===== config.mk =====
export PLATFORM = sky130hd
export DESIGN_NAME = axi4_lite_slave_mem
export DESIGN_NICKNAME = d
export VERILOG_FILES = /design/src/rtl/axi4_lite_slave_mem.sv
export SDC_FILE = /design/constraint.sdc
export NUM_CORES = 2
export LEC_CHECK = 0
export BUFFER_PORTS_ARGS = -buffer_cell sky130_fd_sc_hd__buf_2
export CAP_MARGIN = 20
export CELL_PAD_IN_SITES_DETAIL_PLACEMENT = 0
export CELL_PAD_IN_SITES_GLOBAL_PLACEMENT = 2
export CORE_MARGIN = 8
export CORE_UTILIZATION = 54
export DETAILED_ROUTE_END_ITERATION = 16
export PLACE_DENSITY_LB_ADDON = 0.1
export SLEW_MARGIN = 20
export SYNTH_ARGS = -nofsm -noshare
export SYNTH_HDL_FRONTEND = slang
export SYNTH_SLANG_ARGS = --single-unit

===== constraint.sdc =====
create_clock -name clk -period 7.55 [get_ports clk]
set_input_delay 0.3775 -clock clk [delete_from_list [all_inputs] [get_ports clk]]
set_output_delay 0.3775 -clock clk [all_outputs]
set_load 0.02 [all_outputs]

===== src/rtl/axi4_lite_slave_mem.sv =====
// AXI4-Lite responder over a word-addressed register file; read and write channels run independently.
// Optional macro SLV_WAIT_STATES_EN adds WAIT_CYCLES of response latency per channel.
module axi4_lite_slave_mem #(
  parameter int                DATA_W      = 32,
  parameter int                ADDR_W      = 32,
  parameter int                DEPTH       = 64,
  parameter logic [ADDR_W-1:0] BASE_ADDR   = 32'h0000_0000,
  parameter int                WAIT_CYCLES = 2
) (
  input  logic              clk,
  input  logic              reset,
  input  logic [ADDR_W-1:0] AWADDR,
  input  logic              AWVALID,
  output logic              AWREADY,
  input  logic [DATA_W-1:0] WDATA,
  input  logic              WVALID,
  output logic              WREADY,
  output logic              BVALID,
  input  logic              BREADY,
  output logic [1:0]        BRESP,
  input  logic [ADDR_W-1:0] ARADDR,
  input  logic              ARVALID,
  output logic              ARREADY,
  output logic [DATA_W-1:0] RDATA,
  output logic              RVALID,
  input  logic              RREADY,
  output logic [1:0]        RRESP,
  output logic [1:0]        o_dbg_wr_state,
  output logic [1:0]        o_dbg_rd_state
);
  // Handshake rule on every channel: a beat transfers on the rising edge where VALID and READY
  // are both high; once raised, VALID and its payload hold until that edge.
  localparam int                IDX_W     = $clog2(DEPTH);
  localparam logic [ADDR_W-1:0] MEM_BYTES = ADDR_W'(DEPTH * 4);
  localparam logic [1:0]        OKAY      = 2'b00;
  localparam logic [1:0]        SLVERR    = 2'b10;

`ifdef SLV_WAIT_STATES_EN
  typedef enum logic [1:0] {W_IDLE = 2'd0, W_RESP = 2'd1, W_WAIT = 2'd2} wr_state_t;
  typedef enum logic [1:0] {R_IDLE = 2'd0, R_DATA = 2'd1, R_WAIT = 2'd2} rd_state_t;
  localparam logic [3:0] WAIT_LD     = 4'(WAIT_CYCLES);
  localparam logic       DIRECT_RESP = (WAIT_CYCLES == 0);
  logic [3:0] r_wcnt, r_rcnt;
`else
  typedef enum logic [1:0] {W_IDLE = 2'd0, W_RESP = 2'd1} wr_state_t;
  typedef enum logic [1:0] {R_IDLE = 2'd0, R_DATA = 2'd1} rd_state_t;
  logic w_unused_wait;
  assign w_unused_wait = (WAIT_CYCLES != 0);
`endif

  function automatic logic f_in_range(input logic [ADDR_W-1:0] a);
    return (a - BASE_ADDR) < MEM_BYTES;
  endfunction

  function automatic logic [IDX_W-1:0] f_index(input logic [ADDR_W-1:0] a);
    return IDX_W'((a - BASE_ADDR) >> 2);
  endfunction

  logic [DATA_W-1:0] r_mem [DEPTH];

  wr_state_t         r_wstate, w_wstate_nxt;
  rd_state_t         r_rstate, w_rstate_nxt;
  logic              r_awready, r_wready, r_bvalid, r_arready, r_rvalid;
  logic [1:0]        r_bresp, r_rresp;
  logic [DATA_W-1:0] r_rdata, r_wdata;
  logic [ADDR_W-1:0] r_awaddr;
  logic              r_aw_held, r_w_held;

  logic              w_aw_hs, w_w_hs, w_ar_hs, w_commit;
  logic [ADDR_W-1:0] w_waddr;
  logic [DATA_W-1:0] w_wdata;

  assign w_aw_hs  = AWVALID & r_awready;
  assign w_w_hs   = WVALID & r_wready;
  assign w_ar_hs  = ARVALID & r_arready;
  // Commit on the edge where both halves are either already held or arriving now.
  assign w_commit = (r_wstate == W_IDLE) & (r_aw_held | w_aw_hs) & (r_w_held | w_w_hs);
  assign w_waddr  = r_aw_held ? r_awaddr : AWADDR;
  assign w_wdata  = r_w_held ? r_wdata : WDATA;

  always_comb begin
    w_wstate_nxt = r_wstate;
    case (r_wstate)
      W_IDLE: if (w_commit) begin
`ifdef SLV_WAIT_STATES_EN
        w_wstate_nxt = DIRECT_RESP ? W_RESP : W_WAIT;
`else
        w_wstate_nxt = W_RESP;
`endif
      end
`ifdef SLV_WAIT_STATES_EN
      W_WAIT: if (r_wcnt == 4'd1) w_wstate_nxt = W_RESP;
`endif
      W_RESP: if (r_bvalid && BREADY) w_wstate_nxt = W_IDLE;
      default: w_wstate_nxt = W_IDLE;
    endcase
  end

  always_ff @(posedge clk or posedge reset) begin
    if (reset) begin
      r_wstate  <= W_IDLE;
      r_awready <= 1'b0;
      r_wready  <= 1'b0;
      r_bvalid  <= 1'b0;
      r_bresp   <= OKAY;
      r_aw_held <= 1'b0;
      r_w_held  <= 1'b0;
      r_awaddr  <= '0;
      r_wdata   <= '0;
`ifdef SLV_WAIT_STATES_EN
      r_wcnt    <= 4'd0;
`endif
    end else begin
      r_wstate <= w_wstate_nxt;
      case (r_wstate)
        W_IDLE: begin
          if (w_commit) begin
            r_awready <= 1'b0;
            r_wready  <= 1'b0;
            r_aw_held <= 1'b0;
            r_w_held  <= 1'b0;
            r_bresp   <= f_in_range(w_waddr) ? OKAY : SLVERR;
`ifdef SLV_WAIT_STATES_EN
            r_bvalid  <= DIRECT_RESP;
            r_wcnt    <= WAIT_LD;
`else
            r_bvalid  <= 1'b1;
`endif
          end else begin
            if (w_aw_hs) begin
              r_aw_held <= 1'b1;
              r_awaddr  <= AWADDR;
              r_awready <= 1'b0;
            end else begin
              r_awready <= ~r_aw_held;
            end
            if (w_w_hs) begin
              r_w_held <= 1'b1;
              r_wdata  <= WDATA;
              r_wready <= 1'b0;
            end else begin
              r_wready <= ~r_w_held;
            end
          end
        end
`ifdef SLV_WAIT_STATES_EN
        W_WAIT: begin
          r_wcnt <= r_wcnt - 4'd1;
          if (r_wcnt == 4'd1) r_bvalid <= 1'b1;
        end
`endif
        W_RESP: if (r_bvalid && BREADY) begin
          r_bvalid  <= 1'b0;
          r_awready <= 1'b1;
          r_wready  <= 1'b1;
        end
        default: ;
      endcase
    end
  end

  // No reset on the array: contents survive reset, and commit cannot fire while reset holds readies low.
  always_ff @(posedge clk) begin
    if (w_commit && f_in_range(w_waddr)) r_mem[f_index(w_waddr)] <= w_wdata;
  end

  always_comb begin
    w_rstate_nxt = r_rstate;
    case (r_rstate)
      R_IDLE: if (w_ar_hs) begin
`ifdef SLV_WAIT_STATES_EN
        w_rstate_nxt = DIRECT_RESP ? R_DATA : R_WAIT;
`else
        w_rstate_nxt = R_DATA;
`endif
      end
`ifdef SLV_WAIT_STATES_EN
      R_WAIT: if (r_rcnt == 4'd1) w_rstate_nxt = R_DATA;
`endif
      R_DATA: if (r_rvalid && RREADY) w_rstate_nxt = R_IDLE;
      default: w_rstate_nxt = R_IDLE;
    endcase
  end

  always_ff @(posedge clk or posedge reset) begin
    if (reset) begin
      r_rstate  <= R_IDLE;
      r_arready <= 1'b0;
      r_rvalid  <= 1'b0;
      r_rresp   <= OKAY;
      r_rdata   <= '0;
`ifdef SLV_WAIT_STATES_EN
      r_rcnt    <= 4'd0;
`endif
    end else begin
      r_rstate <= w_rstate_nxt;
      case (r_rstate)
        R_IDLE: begin
          if (w_ar_hs) begin
            r_arready <= 1'b0;
            r_rdata   <= f_in_range(ARADDR) ? r_mem[f_index(ARADDR)] : '0;
            r_rresp   <= f_in_range(ARADDR) ? OKAY : SLVERR;
`ifdef SLV_WAIT_STATES_EN
            r_rvalid  <= DIRECT_RESP;
            r_rcnt    <= WAIT_LD;
`else
            r_rvalid  <= 1'b1;
`endif
          end else begin
            r_arready <= 1'b1;
          end
        end
`ifdef SLV_WAIT_STATES_EN
        R_WAIT: begin
          r_rcnt <= r_rcnt - 4'd1;
          if (r_rcnt == 4'd1) r_rvalid <= 1'b1;
        end
`endif
        R_DATA: if (r_rvalid && RREADY) begin
          r_rvalid  <= 1'b0;
          r_arready <= 1'b1;
        end
        default: ;
      endcase
    end
  end

  assign AWREADY        = r_awready;
  assign WREADY         = r_wready;
  assign BVALID         = r_bvalid;
  assign BRESP          = r_bresp;
  assign ARREADY        = r_arready;
  assign RVALID         = r_rvalid;
  assign RRESP          = r_rresp;
  assign RDATA          = r_rdata;
  assign o_dbg_wr_state = r_wstate;
  assign o_dbg_rd_state = r_rstate;
endmodule


# Yosys cells after proc, flatten, opt, wreduce, memory -nomap -nowiden
# Memories as Yosys holds them, arrays and structs flattened.
# Cells that the tools add are included.
[word_totals] elab_cells=87 mem_bits_rw=2048 mem_count=1 ff_bits=111 inputBits=103 out_inout_bits=45
[classes] n_bitwise=10 reduce_logical=21 n_mux=33 n_eq_ne=6 n_lt_le_gt_ge=2
[mem_list] memory="r_mem" words=64 width=32 rd=1 rd_ports_with_merged_regs=0 write_ports=1 line_no="59" text="logic [DATA_W-1:0] r_mem [DEPTH];"
[op_table] operator="$mux W32" count=3
[op_table] operator="$lt A32 B9 Y1 const B" count=2
[op_table] operator="$mux W1" count=17
[op_table] operator="$reduce_and A2 Y1" count=8
[op_table] operator="$mux W2" count=6
[op_table] operator="$reduce_and A3 Y1" count=4
[op_table] operator="$pmux W1 S2" count=5
[op_table] operator="$ne A2 B2 Y1 const B" count=4
[op_table] operator="$pmux W2 S2" count=2
[op_table] operator="$reduce_bool A2 Y1" count=4
[op_table] operator="$and A1 B1 Y1" count=5
[op_table] operator="$eq A2 B1 Y1 const B" count=2
[op_table] operator="$logic_not A2 Y1" count=2
[op_table] operator="$logic_and A1 B1 Y1" count=3
[op_table] operator="$not A1 Y1" count=3
[op_table] operator="$or A1 B1 Y1" count=2

# Depth between registers and ports, before layout
[depth] word_depth=7 mapped_depth=9 mapped_depth_nobuf=5

# Least setup slack after synthesis
# No wires, ideal clock.
[synth_path] kind="input -> register" start="input AWADDR[9]" end="memory r_mem[32][0] (enable)" slack_ps=4094 path_stages=5 arrival_ps=3035 path_buffers=0 setup_ps=421 required_time_ps=7129 cell_sequence="nor4_1 > nand2_1 > nor4_2 > o2111ai_1 > nor2_1"
[synth_between] elab_chain_cells=5
[synth_rtl] element="from (decl)" line_no="12" text="input logic [ADDR_W-1:0] AWADDR,"
[synth_rtl] element="$mux W32" line_no="78" text="assign w_waddr = r_aw_held ? r_awaddr : AWADDR;"
[synth_rtl] element="$lt A32 B9 Y1" line_no="52" text="return (a - BASE_ADDR) < MEM_BYTES;"
[synth_rtl] element="$logic_and A1 B1 Y1" line_no="164" text="if (w_commit && f_in_range(w_waddr)) r_mem[f_index(w_waddr)] <= w_wdata;"
[synth_rtl] element="$mux W1" line_no="164"
[synth_rtl] element="$mux W1 (implied by the code)" line_no="164"
[synth_rtl] element="to (decl)" line_no="59"
# No other way between the ends.

# Final worst setup path
[layout_path] start="register r_aw_held" end="memory r_mem[30][6] (enable)"
[layout_between] elab_chain_cells=6 word_cells_on_any_way=8 classes_between="order compare: 1; mux: 3; bitwise: 3; reduce/logical: 1"
[layout_rtl] element="from (decl)" line_no="67" text="logic r_aw_held, r_w_held;"
[layout_rtl] element="from (signal assigned)" line_no="106" text="r_aw_held <= 1'b0;"
[layout_rtl] element="from (signal assigned)" line_no="120" text="r_aw_held <= 1'b0;"
[layout_rtl] element="from (signal assigned)" line_no="131" text="r_aw_held <= 1'b1;"
[layout_rtl] element="parallel branches: the longest is 6 deep, another holds $lt A32 B9 Y1"
# Several ways; the timed one is not identified.

==> run_results.csv <==
group,metric,value,unit
outcome,status,"finished, final reports clean",
synth,synth_edf_count,2048,
synth,syn_inst,3618,
routing,drt_iter0_drc,4197,
sta,tns,0,ns
grt,grtUsageTotal,0.252,
synth,synth_flop_cell,"edfxtp_1",
routing,wl,208,mm
grt,grt_start_max_net_pins,144,
sta,fin_skew,0.0250,ns
sta,worst_pin_slew,0.994,ns
synth,ys_types,37,
floorplan,core_area,0.152,mm^2
pwr,pwr-share-seq,0.525,
pwr,power,0.0278,W
hold_path,hold_class,"in -> reg",
grt,antenna_found_initial,11,
sta,rsz0062_at_grt,"false",
synth,postSynthAreaPerCell,22.8,um^2
cts,cts_resized,0,
routing,vias_per_cell,6.32,
sta,drv_slew,0,
synth,synthMuxAreaShare,0.178,
cts,clockBufferDepth,3,
placed_design,dp_hpwl,114,mm
floorplan,rows,143,
sta,finalSetupViolCount,0,
synth,synth_top_area_share,0.746,
synth,synthAdderAreaFrac,0,
worst_setup_path,start_kind,"flop",
routing,num_vias,39300,
cts,numCtsBuffers,212,
synth,synth_compound_area_frac,0.0135,
cts,htreeDepth,4,
sta,min_period,3.31,ns
worst_setup_path,cp.required,8.04,ns
routing,drc_errors,0,
final_layout,drive_above_1_share,0.312,
floorplan,fp.dieW,407,um
worst_setup_path,worstPathArrival,3.80,ns
grt,first_global_vias,40900,
cts,root_buffer,"clkbuf_16",
final_layout,nets,4093,
final_layout,fillers,10400,
synth,yosys_warnings,0,
job,drv_cap,0,
grt,grt_pass1_wl,294,mm
sta,fin_crit_sh,0.438,
sta,max_slew_margin,0.337,
final_layout,seqCellArea,0.0641,mm^2
pwr,clkPwrFrac,0.363,
cts,cts_tree,"built",
floorplan,ioPinCount,148,
synth,synth_xor_xnor_area_share,0,
routing,drt-wirelength-per-cell,33.5,um
synth,yosysTopAreaCell,"edfxtp_1",
pwr,ir_drop,0.521,mV
cts,cts-hold-fix-buffers,67,
floorplan,die_area,0.165,mm^2
routing,drt_first_pass_iters,6,
placed_design,numPortBuffers,139,
worst_setup_path,path_class,"reg -> reg",
final_layout,multi_input_area,0.0179,mm^2
placed_design,place.gp.congestion,0.830,
cts,worstSkewPairLatency,0.82,ns
cts,cts_setup_buffers,0,
floorplan,start_util,0.543,
synth,syn_area,0.0824,mm^2
worst_setup_path,endpoint_kind,"flop",
routing,antenna_left,0,
floorplan,die_h,407,um
synth,synthArstFlopShare,0.0479,
pwr,pwr-share-comb,0.112,
pwr,switching_share,0.245,
final_layout,area_growth,13.8,%
cts,clkTransAtPathRegs,0.06,ns
synth,yosys.area_share.simple,0.0196,
pwr,p_leak,30.2,nW
synth,ys_ff_latch,2151,
pwr,internal_power,0.0210,W
cts,clock_sinks,2151,
pwr,switchingPower,0.00681,W
sta,max_freq,302,MHz
worst_setup_path,crit_fanout,24,
synth,synth_top_family_by_area,"multiplexers",
sta,hold_violations,0,
synth,yosysSeqAreaShare,0.777,
pwr,power_density,297,mW/mm^2
synth,yosys-top-cells-area,"edfxtp_1 (75%), mux4_2 (15%), dfrtp_1 (3.1%), mux2i_1 (1.6%), mux2_2 (1.3%)",
grt,overflow,0,
[state kept, by name, summed over array words and instances, names as in the netlist]
register and flops:
ARREADY 1, RDATA 32, r_mem 2048, WREADY 1, r_aw_held 1, RVALID 1
r_w_held 1, r_awaddr 30, RRESP 1, BVALID 1, BRESP 1, r_wdata 32
AWREADY 1
[power groups by stage]
stage	Combinational, W	Clock (W)	Sequential, W
final	0.00311	0.0101	0.0146
after global routing	0.00327	0.0107	0.0146
after CTS	0.00313	0.0103	0.0146
after detailed placement	0.00310	0	0.0149
after global placement	0.00292	0	0.0148
after floorplan	0.00163	0	0.0148
[kinds of logic after synthesis]
group / Yosys count
flops: 2151
mux: 770
simple gates: 344
buf+inv: 201
compound gates: 151
other cells: 1
[cell usage in the layout (no fill, tap or decap), drive strengths merged]
cell type    netlist  routed
nor4              22      22
mux2              96      96
nand2            129     129
a22oi            128     128
clkinvlp           0       9
and4               2       2
diode              0       8
mux2i            130     130
o2111ai            2       2
a21oi              3       3
conb               1       4
buf              117     285
o211ai             6       6
nor3               5       5
inv                4      16
nand3             55      55
nand3b             4       4
nor2              82      82
o21a               1       1
and2               2       2
nand4             33      33
dlygate4sd3        0      67
edfxtp          2048    2048
o21ai              8       8
o31ai              2       2
clkbuf            80     264
bufinv             0      17
nor2b              3       3
o22a               1       1
and3b              1       1
nand2b             6       6
mux4             544     544
clkinv             0      94
dfrtp            103     103
[final timing paths]
path                                   startpoint                 endpoint  slack (ns)  cells past startpoint
min in group asynchronous                   reset  r_wdata[21]$_DFFE_PP0P_        0.18                      3
max                         r_aw_held$_DFFE_PP0P_   r_mem[30][6]$_DFFE_PP_        4.24                      5
min reg2reg                r_wdata[5]$_DFFE_PP0P_   r_wdata[5]$_DFFE_PP0P_        0.50                      1
max in group asynchronous                   reset     RRESP[1]$_DFFE_PP0P_        5.94                      4
max reg2reg                 r_aw_held$_DFFE_PP0P_   r_mem[30][6]$_DFFE_PP_        4.24                      5
min                                     ARADDR[9]     RRESP[1]$_DFFE_PP0P_        0.07                      4
[stage by stage]
stage	utilization	area, um^2	setup WS, ns	std cells	hold slack, ns
detailed placement	0.570	86500	3.75	5739	0.487
finish	0.618	93800	4.24	6210	0.0730
global route	0.618	93800	3.99	6202	0.0749
floorplan	-	82400	4.09	3621	0.474
CTS	0.618	93800	4.22	6202	0.0217
global placement	0.570	86400	3.76	5738	0.475
[critical path: stages, from the launching register on]
cell	delay [ns]
dfrtp_1	0.66
nor4_2	0.92
o211ai_1	0.16
buf_4	0.25
nor2_4	0.53
buf_4	0.43
[synth_stat cells, types with 2 or more instances]
master and n:
dfrtp_1 103, o2111ai_1 2, nand3b_1 4, nand4_1 32, nand2b_1 6, mux2i_1 130
and2_1 2, o21ai_0 8, buf_6 14, buf_2 54, buf_4 18, nor4_4 2
o31ai_1 2, nor3_1 4, mux2_2 96, nor2_1 82, nand3_1 55, inv_1 3
nor2b_1 3, clkbuf_1 80, buf_1 31, a21oi_1 3, and4_1 2, o211ai_1 6
mux4_2 544, nand2_1 129, nor4_1 18, a22oi_1 128, edfxtp_1 2048, nor4_2 2
[layout make-up]
cell class              count  area share
diodes                      8    0.000213
clock inverters           132      0.0119
multi-input cells        1269       0.191
flip-flops and latches   2151       0.683
well taps                2030      0.0271
repair buffers            352      0.0278
clock buffers             264      0.0590
inverters                   4    0.000187
[per-layer routing]
layer,track usage,vias to the layer above,share of wire
li1,-,16100,-
met1,0.340,21300,0.39
met2,0.430,1621,0.51
met3,0.0484,267,0.075
met4,0.0623,2,0.024
met5,0,-,0.000062
No activity file was read; power rests on OpenSTA's default activity.
